**config.mk**
```make
export PLATFORM = sky130hd
export DESIGN_NAME = jt12_pg_sched
export DESIGN_NICKNAME = d
export VERILOG_FILES = /design/src/rtl/jt12_pg_sched.sv
export SDC_FILE = /design/constraint.sdc
export NUM_CORES = 1
export LEC_CHECK = 0
export BUFFER_PORTS_ARGS = -buffer_cell sky130_fd_sc_hd__buf_2
export CAP_MARGIN = 20
export CORE_ASPECT_RATIO = 0.9
export CORE_MARGIN = 2
export CORE_UTILIZATION = 44
export CTS_CLUSTER_SIZE = 20
export DETAILED_ROUTE_END_ITERATION = 10
export GPL_ROUTABILITY_DRIVEN = 0
export GPL_TIMING_DRIVEN = 0
export SYNTH_ARGS = -nofsm -noshare
export SYNTH_HDL_FRONTEND = slang
export SYNTH_SLANG_ARGS = --single-unit
```
**constraint.sdc**
```tcl
create_clock -name clk -period 4.2 [get_ports clk]
set_input_delay 0.63 -clock clk [delete_from_list [all_inputs] [get_ports clk]]
set_output_delay 0.63 -clock clk [all_outputs]
set_load 0.03 [all_outputs]
```
**src/rtl/jt12_pg_sched.sv**
```systemverilog
// Phase-increment scheduler: per-channel F-number/block registers, a 24-slot walk on clk_en,
// and a shared increment unit. Build with JT12_CH3_SPECIAL_EN for the channel-3 special-frequency registers.

module jt12_pg_inc (
  input  logic [10:0] fnum,
  input  logic [2:0]  block,
  input  logic [8:0]  pm_offset,
  output logic [16:0] phinc_pure
);
  logic [11:0] fnum_mod;

  always_comb begin
    // 12-bit sum deliberately keeps wrap-around from negative PM offsets
    fnum_mod = {fnum, 1'b0} + {{3{pm_offset[8]}}, pm_offset};
    if (block < 3'd2)
      phinc_pure = {5'd0, fnum_mod} >> (3'd2 - block);
    else
      phinc_pure = {5'd0, fnum_mod} << (block - 3'd2);
  end
endmodule

module jt12_pg_sched #(
  parameter int SLOTS_PER_OP = 6
) (
  input  logic        clk,
  input  logic        rst,
  input  logic        clk_en,
  input  logic        wr,
  input  logic [1:0]  wr_sel,
  input  logic [1:0]  wr_ch,
  input  logic        wr_part,
  input  logic [7:0]  din,
  input  logic        ch3_mode,
  input  logic [8:0]  pm_offset,
  output logic [16:0] phinc,
  output logic        phinc_valid,
  output logic [2:0]  slot_ch,
  output logic [1:0]  slot_op,
  output logic        zero_slot
);
  localparam logic [2:0] CH_LAST = 3'(SLOTS_PER_OP - 1);

  logic [10:0] fnum_r [6];
  logic [2:0]  blk_r  [6];
  logic [2:0]  lat_blk, lat_fhi;
  logic [2:0]  wr_idx;
  logic        wr_ok;

  logic [2:0]  ch_cnt;
  logic [1:0]  op_cnt;
  logic [10:0] fetch_fnum;
  logic [2:0]  fetch_blk;

  logic [10:0] s1_fnum;
  logic [2:0]  s1_blk;
  logic [8:0]  s1_pm;
  logic [2:0]  s1_ch;
  logic [1:0]  s1_op;
  logic        s1_valid;
  logic [16:0] inc_out;

  assign wr_idx = (wr_part ? 3'd3 : 3'd0) + {1'b0, wr_ch};
  assign wr_ok  = wr && (wr_ch != 2'd3);

  // The high-byte latch is shared by all channels and survives the low-byte commit
  always_ff @(posedge clk or posedge rst) begin
    if (rst) begin
      for (int i = 0; i < 6; i++) begin
        fnum_r[i] <= '0;
        blk_r[i]  <= '0;
      end
      lat_blk <= '0;
      lat_fhi <= '0;
    end else if (wr_ok) begin
      case (wr_sel)
        2'd1: begin
          lat_blk <= din[5:3];
          lat_fhi <= din[2:0];
        end
        2'd0: begin
          fnum_r[wr_idx] <= {lat_fhi, din};
          blk_r[wr_idx]  <= lat_blk;
        end
        default: ;
      endcase
    end
  end

`ifdef JT12_CH3_SPECIAL_EN
  logic [10:0] sp_fnum [3];
  logic [2:0]  sp_blk  [3];
  logic [2:0]  sp_lat_blk, sp_lat_fhi;

  always_ff @(posedge clk or posedge rst) begin
    if (rst) begin
      for (int i = 0; i < 3; i++) begin
        sp_fnum[i] <= '0;
        sp_blk[i]  <= '0;
      end
      sp_lat_blk <= '0;
      sp_lat_fhi <= '0;
    end else if (wr_ok) begin
      case (wr_sel)
        2'd3: begin
          sp_lat_blk <= din[5:3];
          sp_lat_fhi <= din[2:0];
        end
        2'd2: begin
          sp_fnum[wr_ch] <= {sp_lat_fhi, din};
          sp_blk[wr_ch]  <= sp_lat_blk;
        end
        default: ;
      endcase
    end
  end
`else
  logic unused_ch3;
  assign unused_ch3 = ch3_mode;
`endif

  always_comb begin
    fetch_fnum = fnum_r[ch_cnt];
    fetch_blk  = blk_r[ch_cnt];
`ifdef JT12_CH3_SPECIAL_EN
    // Channel 2 operators 0..2 take their own frequency; operator 3 keeps the normal one
    if (ch3_mode && ch_cnt == 3'd2 && op_cnt != 2'd3) begin
      fetch_fnum = sp_fnum[op_cnt];
      fetch_blk  = sp_blk[op_cnt];
    end
`endif
  end

  always_ff @(posedge clk or posedge rst) begin
    if (rst) begin
      ch_cnt <= '0;
      op_cnt <= '0;
    end else if (clk_en) begin
      if (ch_cnt == CH_LAST) begin
        ch_cnt <= '0;
        op_cnt <= op_cnt + 2'd1;
      end else begin
        ch_cnt <= ch_cnt + 3'd1;
      end
    end
  end

  jt12_pg_inc u_inc (
    .fnum       (s1_fnum),
    .block      (s1_blk),
    .pm_offset  (s1_pm),
    .phinc_pure (inc_out)
  );

  always_ff @(posedge clk or posedge rst) begin
    if (rst) begin
      s1_fnum     <= '0;
      s1_blk      <= '0;
      s1_pm       <= '0;
      s1_ch       <= '0;
      s1_op       <= '0;
      s1_valid    <= 1'b0;
      phinc       <= '0;
      phinc_valid <= 1'b0;
      slot_ch     <= '0;
      slot_op     <= '0;
      zero_slot   <= 1'b0;
    end else if (clk_en) begin
      s1_fnum     <= fetch_fnum;
      s1_blk      <= fetch_blk;
      s1_pm       <= pm_offset;
      s1_ch       <= ch_cnt;
      s1_op       <= op_cnt;
      s1_valid    <= 1'b1;
      phinc       <= inc_out;
      phinc_valid <= s1_valid;
      slot_ch     <= s1_ch;
      slot_op     <= s1_op;
      zero_slot   <= s1_valid && (s1_ch == 3'd0) && (s1_op == 2'd0);
    end
  end
endmodule

```
# ---- Yosys cells after proc, flatten, opt, wreduce, memory -nomap -nowiden
# Index checks and enable logic that the tools add are counted.
dict set report totals {
  regBits 148
  inputBits 27
}
dict set report classes {
  n_addsub 6
  n_lt_le_gt_ge 4
  eq_ne 3
  shift 2
  n_mux 15
  bitwise_logic 2
  n_reduce_logical 10
}
# op count
set ops {}
lappend ops {{$bwmux W66} 1}
lappend ops {{$bmux W11 S3} 1}
lappend ops {{$demux W11 S3} 1}
lappend ops {{$mux W11} 3}
lappend ops {{$bwmux W18} 1}
lappend ops {{$mux W17} 1}
lappend ops {{$shl A12 B3 Y17} 1}
lappend ops {{$shr A12 B3 Y17} 1}
lappend ops {{$add A12 B12 Y12} 1}
lappend ops {{$mux W3} 4}
lappend ops {{$bmux W3 S3} 1}
lappend ops {{$demux W3 S3} 1}
lappend ops {{$ge A4 B4 Y1 const B} 2}
lappend ops {{$not A3 Y4} 2}
lappend ops {{$reduce_and A2 Y1} 3}
lappend ops {{$logic_and A1 B1 Y1} 4}
lappend ops {{$logic_not A2 Y1} 2}
lappend ops {{$lt A4 B1 Y1 const B} 1}
lappend ops {{$add A2 B2 Y3} 1}
lappend ops {{$add A3 B1 Y3 const B} 1}
lappend ops {{$eq A3 B3 Y1 const B} 1}
lappend ops {{$logic_not A3 Y1} 1}
lappend ops {{$lt A3 B2 Y1 const B} 1}
lappend ops {{$sub A2 B3 Y3 const A} 1}
lappend ops {{other kinds (5)} 5}

# ---- Logic depth before layout (Yosys ltp)
dict set report logic_depth {
  word_depth 8
  depth_mapped 11
  ltp_nobuf 10
}

# ---- Cells and area by module
# Synthesis repeated with hierarchy kept, for this count alone.
dict set report hier_totals {
  cells_unflattened 645
  hier_area_um2 7812.5
}
# module n_inst cells_per_inst area_per_inst_um2 seq_area_each_um2
set by_module_without_submodules {}
lappend by_module_without_submodules {jt12_pg_sched 1 415 6211.0 3703.6}
lappend by_module_without_submodules {jt12_pg_inc 1 230 1601.5 0.0}

# ---- Worst setup path before layout
# Ideal clock, no wire load.
dict set report synth_path {
  path_kind {register to register}
  start {register s1_fnum[0]}
  end {register phinc[8]}
  setup_ns 0.124
  arrival_time_ns 2.889
  t_required_ns 4.076
  setup_slack_ns 1.188
  path_stages_with_launch 12
  n_path_buf 1
  period_less_slack_ns 3.012
  path_cell_list {dfrtp_1 > ha_1 > inv_1 > fa_1 > and2b_1 > o2111ai_2 > and4_1 > a2111o_1 > buf_6 > mux4_2 > and3_1 > a211o_1}
}
dict set report synth_via {
  elab_chain_len 3
  elab_cells_between_ends 4
  classes_between {add/sub (1); shift (2); mux (1)}
}
# item line
set synth_rtl {}
lappend synth_rtl {{start: declaration} 54} ;# logic [10:0] s1_fnum;
lappend synth_rtl {{start signal: assignment} 168} ;# s1_fnum <= fetch_fnum;
lappend synth_rtl {{$add A12 B12 Y12 *} 14} ;# fnum_mod = {fnum, 1'b0} + {{3{pm_offset[8]}}, pm_offset};
lappend synth_rtl {{$shl A12 B3 Y17 or $shr A12 B3 Y17 (tied branches)} {18, 16}}
lappend synth_rtl {{$mux W17 *} 15} ;# if (block < 3'd2)
lappend synth_rtl {{end signal: assignment} 174} ;# phinc <= inc_out;
lappend synth_rtl {{end: declaration} 35} ;# output logic [16:0] phinc,
# Mark *: on every way between the ends. The rest lies on a longest branch, timed or not.
# A chain may end at the register's enable or synchronous reset.

# ---- Final worst setup path
dict set report layout_path {
  start {register s1_pm[1]}
  end {register phinc[8]}
}
dict set report layout_via {
  elab_chain_len 3
  elab_cells_between_ends 4
  classes_between {add/sub (1); shift (2); mux (1)}
}
# item line
set layout_rtl {}
lappend layout_rtl {{start: declaration} 56} ;# logic [8:0] s1_pm;
lappend layout_rtl {{start signal: assignment} 170} ;# s1_pm <= pm_offset;
lappend layout_rtl {{$add A12 B12 Y12 *} 14}
lappend layout_rtl {{$shl A12 B3 Y17 or $shr A12 B3 Y17 (tied branches)} {18, 16}}
lappend layout_rtl {{$mux W17 *} 15}
# Marks and branches as above.

==> metrics <==
initial antenna violation count 0; net switching power of the design 2.73 mW; boundary pin count 51; actual slew at the worst max-slew pin 0.927 ns; number of buffers and inverters on the critical path 2; gate count after technology mapping 647; power density over the cells 754 nW/um^2; post-route minimum period 3.40 ns; arrival time worst endpoint 3.71 ns; worst vdd rail ir drop 0.328 mV; ys flop type sky130_fd_sc_hd__dfrtp_1; DRC violation total after the first TritonRoute iteration 485; latest clock arrival within the worst-skew pair 0.42 ns; category of the worst setup path launch point flip-flop; vias in the first global route 5907; floorplan die width 145 um; total leakage power 4.02 nW; post-CTS resize count 0; clock network fraction of total power 0.212; number of input and output port buffers inserted 49; clock slew seen by the registers of the worst setup and hold paths 0.06 ns; dominant cell type by area after synthesis sky130_fd_sc_hd__dfrtp_1; post-synth top area share 0.473; fraction of power spent switching nets 0.400; maximum number of pins on one net before global-route repair 41; number of setup violations in the final report 0; share of total power in sequential cells 0.309; worst clock skew on the final layout 0.0119 ns; area inside the core boundary 17600 sq um; fraction of the core area covered by cells at the end of the flow 0.515; share of flip-flops with an asynchronous set or reset after synthesis 1.00; net count of the finished layout 763; Post-CTS Setup Bufs 0; EDFF count, synth 0; final hold violations 0; number of antenna diodes 0; first-pass GRT wire length 31500 um; Fillers 1568; per-cell via count in the routed design 5.82; count of pins over their slew limit 0; clock tree from TritonCTS yes; top post-synthesis cells by area sky130_fd_sc_hd__dfrtp_1, sky130_fd_sc_hd__mux2_2, sky130_fd_sc_hd__mux4_2, sky130_fd_sc_hd__nor2_1, sky130_fd_sc_hd__ha_1; netlist area before placement 7830 sq um; share of cells above drive strength 1 0.347; biggest fanout along the worst timing path 10; HPWL reported at the end of detailed placement 14100 um; achievable frequency 0.294 GHz; post-route setup TNS 0 ns; H-tree Lvls 4; area overhead of the layout relative to synthesis 15.4%; fin crit share 0.810; Yosys cell types 72; max-cap check violation count 0; design area 9040 sq um; status completed; grt total ovfl 0; post-synth net total 690; total wire length 19400 um; placed inst area 8470 sq um; CP max stage delay 0.53 ns; die height 131 um; overall routing resource usage 0.221; register cell area after layout 3700 sq um; number of nets still failing antenna checks after routing 0; unrepaired setup endpoints after global routing false; Setup crit end kind flip-flop; sequential share of the synthesized area 0.473; number of iterations in the first detailed-routing pass 5; category of the most critical setup path flip-flop to flip-flop; Hold/Removal Path Class input pin to async pin; Worst Path Required 4.51 ns; remaining design rule violation count 0; clock buffers created by TritonCTS 17; synthesis-stage register bit count 148; cell type of the slowest stage on the worst timing path sky130_fd_sc_hd__mux4_2; Clk Tree Root Cell sky130_fd_sc_hd__clkbuf_16; sequence of cells on the critical path ha_1 > inv_1 > fa_1 > and2b_1 > o2111ai_2 > and4_1 > a2111o_1 > buf_6 > mux4_2 > and3_1 > a211o_1; mean routed wirelength per cell 20.0 um; share of power burned in combinational logic 0.479; starting density of the core 0.446; kind of cell adding the most delay to the critical path compound AO/OA/AOI/OAI gates; mean post-synth cell area 12.1 sq um; total chip power 6.82 mW; cell row count 46; multi-input combinational cell area 3880 sq um; Clock Sinks 148; via count 5663; Slew Limit Headroom 0.381; full die area 18900 sq um; maximum count of clock buffers along a single path 2; cell internal pwr 4.09 mW; synthesis warning total 0; number of buffers inserted by hold repair at cts 0
-- worst reg2reg max path, stage by stage (launching register included) --
cell	delay (ns)
sky130_fd_sc_hd__dfrtp_1	0.38
sky130_fd_sc_hd__ha_1	0.20
sky130_fd_sc_hd__inv_1	0.06
sky130_fd_sc_hd__fa_1	0.43
sky130_fd_sc_hd__and2b_1	0.25
sky130_fd_sc_hd__o2111ai_2	0.20
sky130_fd_sc_hd__and4_1	0.22
sky130_fd_sc_hd__a2111o_1	0.40
sky130_fd_sc_hd__buf_6	0.16
sky130_fd_sc_hd__mux4_2	0.53
sky130_fd_sc_hd__and3_1	0.21
sky130_fd_sc_hd__a211o_1	0.26
-- path summary, 6_finish.rpt --
kind / end / slack [ns] / start / depth (start not counted)
min in group clk: s1_pm[8] / 0.44 / pm_offset[8] / 2
max in group asynchronous: ch_cnt[2] / 3.00 / rst / 5
max reg2reg: phinc[8] / 0.80 / s1_pm[1] / 11
min: s1_pm[7] / 0.21 / rst / 2
min reg2reg: phinc[16] / 0.48 / phinc[16] / 1
max: phinc[8] / 0.80 / s1_pm[1] / 11
-- cell usage in the layout (no fill, tap or decap), types with 7 or more instances in the layout --
cell type                   synthesis  final
sky130_fd_sc_hd__nor2_1            49     49
sky130_fd_sc_hd__buf_2              3     52
sky130_fd_sc_hd__o21ai_0           12     12
sky130_fd_sc_hd__a31oi_1            9      9
sky130_fd_sc_hd__mux2_2           126    126
sky130_fd_sc_hd__nand2_1           21     21
sky130_fd_sc_hd__a21o_1             7      7
sky130_fd_sc_hd__nand3_1           11     11
sky130_fd_sc_hd__dfrtp_1          148    148
sky130_fd_sc_hd__inv_1             15     14
sky130_fd_sc_hd__a21oi_1           22     22
sky130_fd_sc_hd__nor3_1             8      8
sky130_fd_sc_hd__and2_1             7      7
sky130_fd_sc_hd__ha_1              14     14
sky130_fd_sc_hd__clkbuf_16          0     17
sky130_fd_sc_hd__a221oi_1          15     15
sky130_fd_sc_hd__mux4_2            20     20
sky130_fd_sc_hd__clkbuf_1          31     34
sky130_fd_sc_hd__xor2_1             8      8
-- synthesized netlist by cell type, types with 7 or more instances --
library cell and instances:
sky130_fd_sc_hd__ha_1 14, sky130_fd_sc_hd__nor2_1 49, sky130_fd_sc_hd__o21ai_0 12, sky130_fd_sc_hd__a221oi_1 15, sky130_fd_sc_hd__xor2_1 8, sky130_fd_sc_hd__a21o_1 7, sky130_fd_sc_hd__mux4_2 20, sky130_fd_sc_hd__inv_1 15
sky130_fd_sc_hd__and2_1 7, sky130_fd_sc_hd__mux2_2 126, sky130_fd_sc_hd__nand2_1 21, sky130_fd_sc_hd__dfrtp_1 148, sky130_fd_sc_hd__nand3_1 11, sky130_fd_sc_hd__a31oi_1 9, sky130_fd_sc_hd__a21oi_1 22, sky130_fd_sc_hd__clkbuf_1 31
sky130_fd_sc_hd__nor3_1 8
-- layout make-up --
class                   instances  area share
multi-input cells             439       0.430
clock buffers                  22      0.0514
plain buffers                  43      0.0208
clock inverters                10      0.0108
flip-flops and latches        148       0.410
inverters                      17     0.00748
repair buffers                 54      0.0368
well taps                     240      0.0332
-- kinds of logic after synthesis --
family	count (synthesis)	share of synthesized area
buf+inv	60	0.0321
simple gates	132	0.0829
mux	153	0.250
compound gates	124	0.119
xor+xnor	14	0.0157
fa+ha+maj	16	0.0275
flops	148	0.473
-- sequential cells by signal, summed over array words and instances, names as in the netlist --
name	flops
ch_cnt	3
s1_fnum	11
zero_slot	1
s1_op	2
s1_ch	3
blk_r	18
fnum_r	66
phinc_valid	1
lat_fhi	3
op_cnt	2
slot_ch	3
s1_blk	3
slot_op	2
s1_valid	1
phinc	17
s1_pm	9
lat_blk	3
-- per-layer routing --
layer | global-route usage | share of wire | wire, um
met1 | 0.287 | 0.43 | 8460
met5 | 0 | 0 | 0
met4 | 0.0874 | 0.030 | 578
met2 | 0.364 | 0.49 | 9500
met3 | 0.0492 | 0.046 | 898
-- metrics by stage --
| stage | setup slack (ns) | hold slack (ns) | cells |
|---|---|---|---|
| finish | 0.799 | 0.214 | 973 |
| global route | 0.683 | 0.246 | 973 |
| CTS | 0.815 | 0.220 | 973 |
| detailed placement | 0.810 | 0.473 | 941 |
| global placement | 0.860 | 0.463 | 936 |
| floorplan | 1.19 | 0.440 | 647 |
-- power groups by stage --
| stage | combinational, mW | sequential, mW | clock [mW] |
|---|---|---|---|
| finish | 3.26 | 2.11 | 1.44 |
| global route | 3.52 | 2.17 | 1.53 |
| CTS | 3.22 | 2.11 | 1.47 |
| detailed placement | 3.21 | 2.13 | 0 |
| global placement | 3.15 | 2.11 | 0 |
| floorplan | 2.22 | 2.27 | 0 |
(Power assumes the default switching activity.)
